[src/rtl/mask_pipe.sv]
// ---------------------------------------------------------------------------
// mask_pipe
//
// Purpose:
//   Applies a configurable bitwise mask operation (AND / OR / XOR /
//   pass-through) to each word accepted on a valid/ready input. The
//   transformed words are buffered in a 2-entry FIFO and presented on a
//   valid/ready output. A word is transformed once, using the mask and mode
//   that are current when it is accepted. It is stored already transformed,
//   so later configuration writes never change buffered words.
//
// Optional feature:
//   MASK_PIPE_STATS_EN - when defined, xfer_cnt counts completed output
//                        transfers (16-bit, wrapping). When undefined,
//                        xfer_cnt is tied to zero and no counter exists.
//
// Ports:
//   clk        in   1      rising-edge clock for all state
//   rst_n      in   1      asynchronous active-low reset
//   in_valid   in   1      in_data is valid this cycle
//   in_ready   out  1      block accepts in_data this cycle (registered)
//   in_data    in   WIDTH  operand
//   out_valid  out  1      out_data is valid (registered)
//   out_ready  in   1      consumer accepts out_data
//   out_data   out  WIDTH  masked result (FIFO head)
//   cfg_we     in   1      load cfg_mask / cfg_mode this cycle
//   cfg_mask   in   WIDTH  new mask value
//   cfg_mode   in   2      00 AND, 01 OR, 10 XOR, 11 pass-through
//   xfer_cnt   out  16     completed output transfers (see above)
// ---------------------------------------------------------------------------
module mask_pipe #(
    parameter int          WIDTH      = 16,
    parameter logic [63:0] RESET_MASK = 64'h0000_0000_0000_AAAA,
    parameter logic [1:0]  RESET_MODE = 2'b00
) (
    input  logic             clk,
    input  logic             rst_n,
    input  logic             in_valid,
    output logic             in_ready,
    input  logic [WIDTH-1:0] in_data,
    output logic             out_valid,
    input  logic             out_ready,
    output logic [WIDTH-1:0] out_data,
    input  logic             cfg_we,
    input  logic [WIDTH-1:0] cfg_mask,
    input  logic [1:0]       cfg_mode,
    output logic [15:0]      xfer_cnt
);

    localparam logic [WIDTH-1:0] RESET_MASK_W = RESET_MASK[WIDTH-1:0];

    typedef enum logic [1:0] {
        EMPTY = 2'd0,
        ONE   = 2'd1,
        TWO   = 2'd2
    } state_t;

    state_t           state_reg, state_next;
    logic [WIDTH-1:0] head_reg, head_next;
    logic [WIDTH-1:0] tail_reg, tail_next;
    logic [WIDTH-1:0] mask_reg;
    logic [1:0]       mode_reg;
    logic             in_ready_reg;
    logic             out_valid_reg;

    logic             in_xfer;
    logic             out_xfer;
    logic [WIDTH-1:0] xform;

    assign in_xfer   = in_valid & in_ready_reg;
    assign out_xfer  = out_valid_reg & out_ready;
    assign in_ready  = in_ready_reg;
    assign out_valid = out_valid_reg;
    assign out_data  = head_reg;

    // Transform with the configuration registers (not cfg_*), so a word
    // accepted on the same edge as a cfg_we still sees the old settings.
    always_comb begin
        xform = in_data;
        case (mode_reg)
            2'b00:   xform = in_data & mask_reg;
            2'b01:   xform = in_data | mask_reg;
            2'b10:   xform = in_data ^ mask_reg;
            default: xform = in_data;
        endcase
    end

    always_ff @(posedge clk or negedge rst_n) begin
        if (!rst_n) begin
            state_reg <= EMPTY;
        end else begin
            state_reg <= state_next;
        end
    end

    // Next-state and FIFO data movement. The head register is always the
    // oldest word; the tail register is only meaningful in TWO.
    always_comb begin
        state_next = state_reg;
        head_next  = head_reg;
        tail_next  = tail_reg;
        case (state_reg)
            EMPTY: begin
                if (in_xfer) begin
                    head_next  = xform;
                    state_next = ONE;
                end
            end
            ONE: begin
                if (in_xfer && out_xfer) begin
                    head_next = xform;
                end else if (in_xfer) begin
                    tail_next  = xform;
                    state_next = TWO;
                end else if (out_xfer) begin
                    state_next = EMPTY;
                end
            end
            TWO: begin
                // in_ready is low here, so only the output side can move.
                if (out_xfer) begin
                    head_next  = tail_reg;
                    state_next = ONE;
                end
            end
            default: begin
                state_next = EMPTY;
            end
        endcase
    end

    // Handshake flags are registered copies of the next state, which keeps
    // out_ready off any combinational path to in_ready.
    always_ff @(posedge clk or negedge rst_n) begin
        if (!rst_n) begin
            head_reg      <= '0;
            tail_reg      <= '0;
            in_ready_reg  <= 1'b0;
            out_valid_reg <= 1'b0;
            mask_reg      <= RESET_MASK_W;
            mode_reg      <= RESET_MODE;
        end else begin
            head_reg      <= head_next;
            tail_reg      <= tail_next;
            in_ready_reg  <= (state_next != TWO);
            out_valid_reg <= (state_next != EMPTY);
            if (cfg_we) begin
                mask_reg <= cfg_mask;
                mode_reg <= cfg_mode;
            end
        end
    end

`ifdef MASK_PIPE_STATS_EN
    logic [15:0] xfer_cnt_reg;

    always_ff @(posedge clk or negedge rst_n) begin
        if (!rst_n) begin
            xfer_cnt_reg <= 16'd0;
        end else if (out_xfer) begin
            xfer_cnt_reg <= xfer_cnt_reg + 16'd1;
        end
    end

    assign xfer_cnt = xfer_cnt_reg;
`else
    assign xfer_cnt = 16'd0;
`endif

endmodule
[config.mk]
export PLATFORM = sky130hd
export DESIGN_NAME = mask_pipe
export DESIGN_NICKNAME = d
export VERILOG_FILES = /design/src/rtl/mask_pipe.sv
export SDC_FILE = /design/constraint.sdc
export NUM_CORES = 1
export LEC_CHECK = 0
export BUFFER_PORTS_ARGS = -buffer_cell sky130_fd_sc_hd__buf_4
export CAP_MARGIN = 0
export CORE_MARGIN = 2
export CORE_UTILIZATION = 30
export CTS_BUF_LIST = sky130_fd_sc_hd__clkbuf_4
export CTS_CLUSTER_SIZE = 30
export DETAILED_ROUTE_END_ITERATION = 16
export HOLD_SLACK_MARGIN = 0.15
export SLEW_MARGIN = 20
export SYNTH_ARGS = -nofsm -noshare
export SYNTH_HDL_FRONTEND = slang
export SYNTH_SLANG_ARGS = --single-unit
export TNS_END_PERCENT = 100
[constraint.sdc]
create_clock -name clk -period 1.8 [get_ports clk]
set_clock_uncertainty 0.15 [all_clocks]
set_input_delay 0.18 -clock clk [delete_from_list [all_inputs] [get_ports clk]]
set_output_delay 0.18 -clock clk [all_outputs]
set_load 0.02 [all_outputs]
==> flow_summary.json <==
{
  "cts-root-buf": "clkbuf_4",
  "overflow": 0,
  "clk_pin_slew_ns": 0.16,
  "die_y_um": 109,
  "ios": 73,
  "hold_path.class": "in -> reg",
  "drtAntennaViolNets": 0,
  "violations": "negative setup slack",
  "setup_viol": 3,
  "fp.coreArea_um2": 10800,
  "rrSetupSlack_ns": -0.01,
  "switching_share_pct": 37.3,
  "avgViaCountPerCell": 4.40,
  "critical_path_class": "reg -> reg",
  "clkSinkCount": 54,
  "fin_util_pct": 43.2,
  "layout-drive-gt1-share_pct": 33.3,
  "numCtsBuffers": 5,
  "start_util_pct": 30.8,
  "max_freq_mhz": 552,
  "power_density_nw_per_um2": 1030,
  "tns_ns": -0.0206,
  "grt_usage_pct": 13.1,
  "ys_seq_elements": 54,
  "finalCritPeriodShare_pct": 101,
  "final_common_cell": "buf_4",
  "yosysUniqueCellTypes": 26,
  "setup_ws_ns": -0.0102,
  "antenna_found_initial": 0,
  "clk_latency_ns": 0.40,
  "grt_pass1_vias": 2530,
  "critPathMaxFanout": 2,
  "layout_min_cycle_time_ns": 1.81,
  "wl_um": 7530,
  "grt_max_degree": 55,
  "run_status": "complete, but fails checks",
  "cts_tree": "yes",
  "clockBufferDepth": 2,
  "hold_viol": 0,
  "synth_area_um2": 3340,
  "ys_seq_area_share_pct": 40.8,
  "final_max_slew_viol_count": 0,
  "num_rows": 38,
  "gp_congestion": 0.752,
  "wl_per_cell_um": 13.0,
  "ys_warn_count": 0,
  "p_seq_share_pct": 40.0,
  "synthFlopType": "dfrtp_1",
  "endpoint_kind": "flip-flop",
  "fin_worst_hold_slack_ns": 0.151,
  "drt_iter0_drc": 90,
  "area_delta_synth_final_pct": 40.2,
  "port_buffers": 56,
  "crit_arrival_ns": 1.96,
  "first_pass_iters": 4,
  "p_sw_mw": 1.79,
  "pwr-share-clk_pct": 12.1,
  "combPwrFrac_pct": 47.9,
  "cp_data_required_time_ns": 1.95,
  "grt_pass1_wl_um": 12200,
  "drcViolationCount": 0,
  "n_antenna_cell": 0,
  "nNetsFinal": 508,
  "power_leakage_nw": 2.20,
  "die-area_um2": 12000,
  "place_hpwl_um": 4830,
  "rsz0062_at_grt": "true",
  "vias": 2544,
  "pre_cts_ws_ns": -0.0461,
  "syn_inst": 314,
  "p_int_mw": 3.01,
  "cap_violations": 0,
  "h-tree-depth": 2,
  "startpoint_type": "flip-flop",
  "final_cell_mix": "buf_4, dlygate4sd3_1, nand2_1, dfrtp_1, inv_1",
  "avgSynthCellArea_um2": 10.6,
  "vdd_drop_max_mv": 0.382,
  "synth_edf_count": 0,
  "async_flop_share_pct": 100,
  "die_w_um": 109
}
==> cell families (layout without fill, tap and decap cells) <==
group,count (synthesis),after routing,share of synthesized area [%]
other,1,16,0.112
muxes,34,34,18.2
AOI/OAI and AO/OA,40,40,7.84
adders and majority gates,32,32,12.0
buffers and inverters,80,189,12.5
DFF,54,54,40.8
and+or+nand+nor,73,73,8.51
==> timing repair <==
action / in CTS / in global routing
hold buffers: 55 / 1
resized for setup: 26 / 6
pin swaps: 1 / 2
setup endpoints to repair: 10 / 15
buffers inserted: 1 / 9
hold endpoints to repair: 90 / 1
==> routing by layer <==
metal	vias up	GRT usage, %	share of wire, %	routed length [um]
li1	1246	-	-	-
met1	1228	17.0	48	3580
met2	62	22.3	47	3580
met3	8	2.67	3.9	291
met4	0	3.71	1.1	83
met5	-	0	0	0
==> metrics by stage <==
step	instance area [um2]	instances	total power [mW]
final	4680	578	4.80
after global routing	4680	578	5.18
after CTS	4610	568	4.79
after detailed placement	3870	504	3.98
after global placement	3870	504	3.92
after floorplan	3370	329	3.26
==> worst max-delay path, cell delays in order (launching register included) <==
cell,delay (ns)
dfstp_2,0.57
inv_2,0.05
ha_4,0.20
mux4_2,0.47
mux2_4,0.29
==> synth_stat cells (8+ instances only) <==
library cell / number / area (um2)
mux4_1: 12 / 315
o21ai_0: 17 / 85.1
mux2_2: 18 / 203
dfstp_2: 8 / 210
buf_4: 17 / 128
nor2_1: 18 / 67.6
a31oi_1: 17 / 106
nand2_1: 51 / 191
ha_1: 32 / 400
dfrtp_1: 46 / 1150
inv_1: 48 / 180
==> power by group through the flow <==
stage	Sequential [mW]	Clock [mW]	Combinational [mW]
2_1_floorplan	2.14	0	1.12
3_3_place_gp	1.93	0	1.99
3_5_place_dp	1.95	0	2.03
4_1_cts	1.93	0.611	2.25
5_1_grt	1.98	0.654	2.54
6_report	1.92	0.580	2.30
==> path summary, 6_finish.rpt <==
kind,to,depth (start not counted),startpoint
min reg2reg,tail_reg[3],1,tail_reg[3]
min,tail_reg[14],3,in_data[14]
max,tail_reg[7],4,mask_reg[7]
max in group asynchronous,mask_reg[15],4,rst_n
min in group asynchronous,out_data[0],4,rst_n
max reg2reg,tail_reg[7],4,mask_reg[7]
==> final cells by class <==
type	count	area [um2]
fill	1046	6160
multi-input combinational	195	1700
sequential	54	1360
timing repair buffer	133	1200
inverter	48	180
tap	140	175
clock buffer	5	37.5
clock inverter	3	20.0
Power figures use the tool's default switching activity.
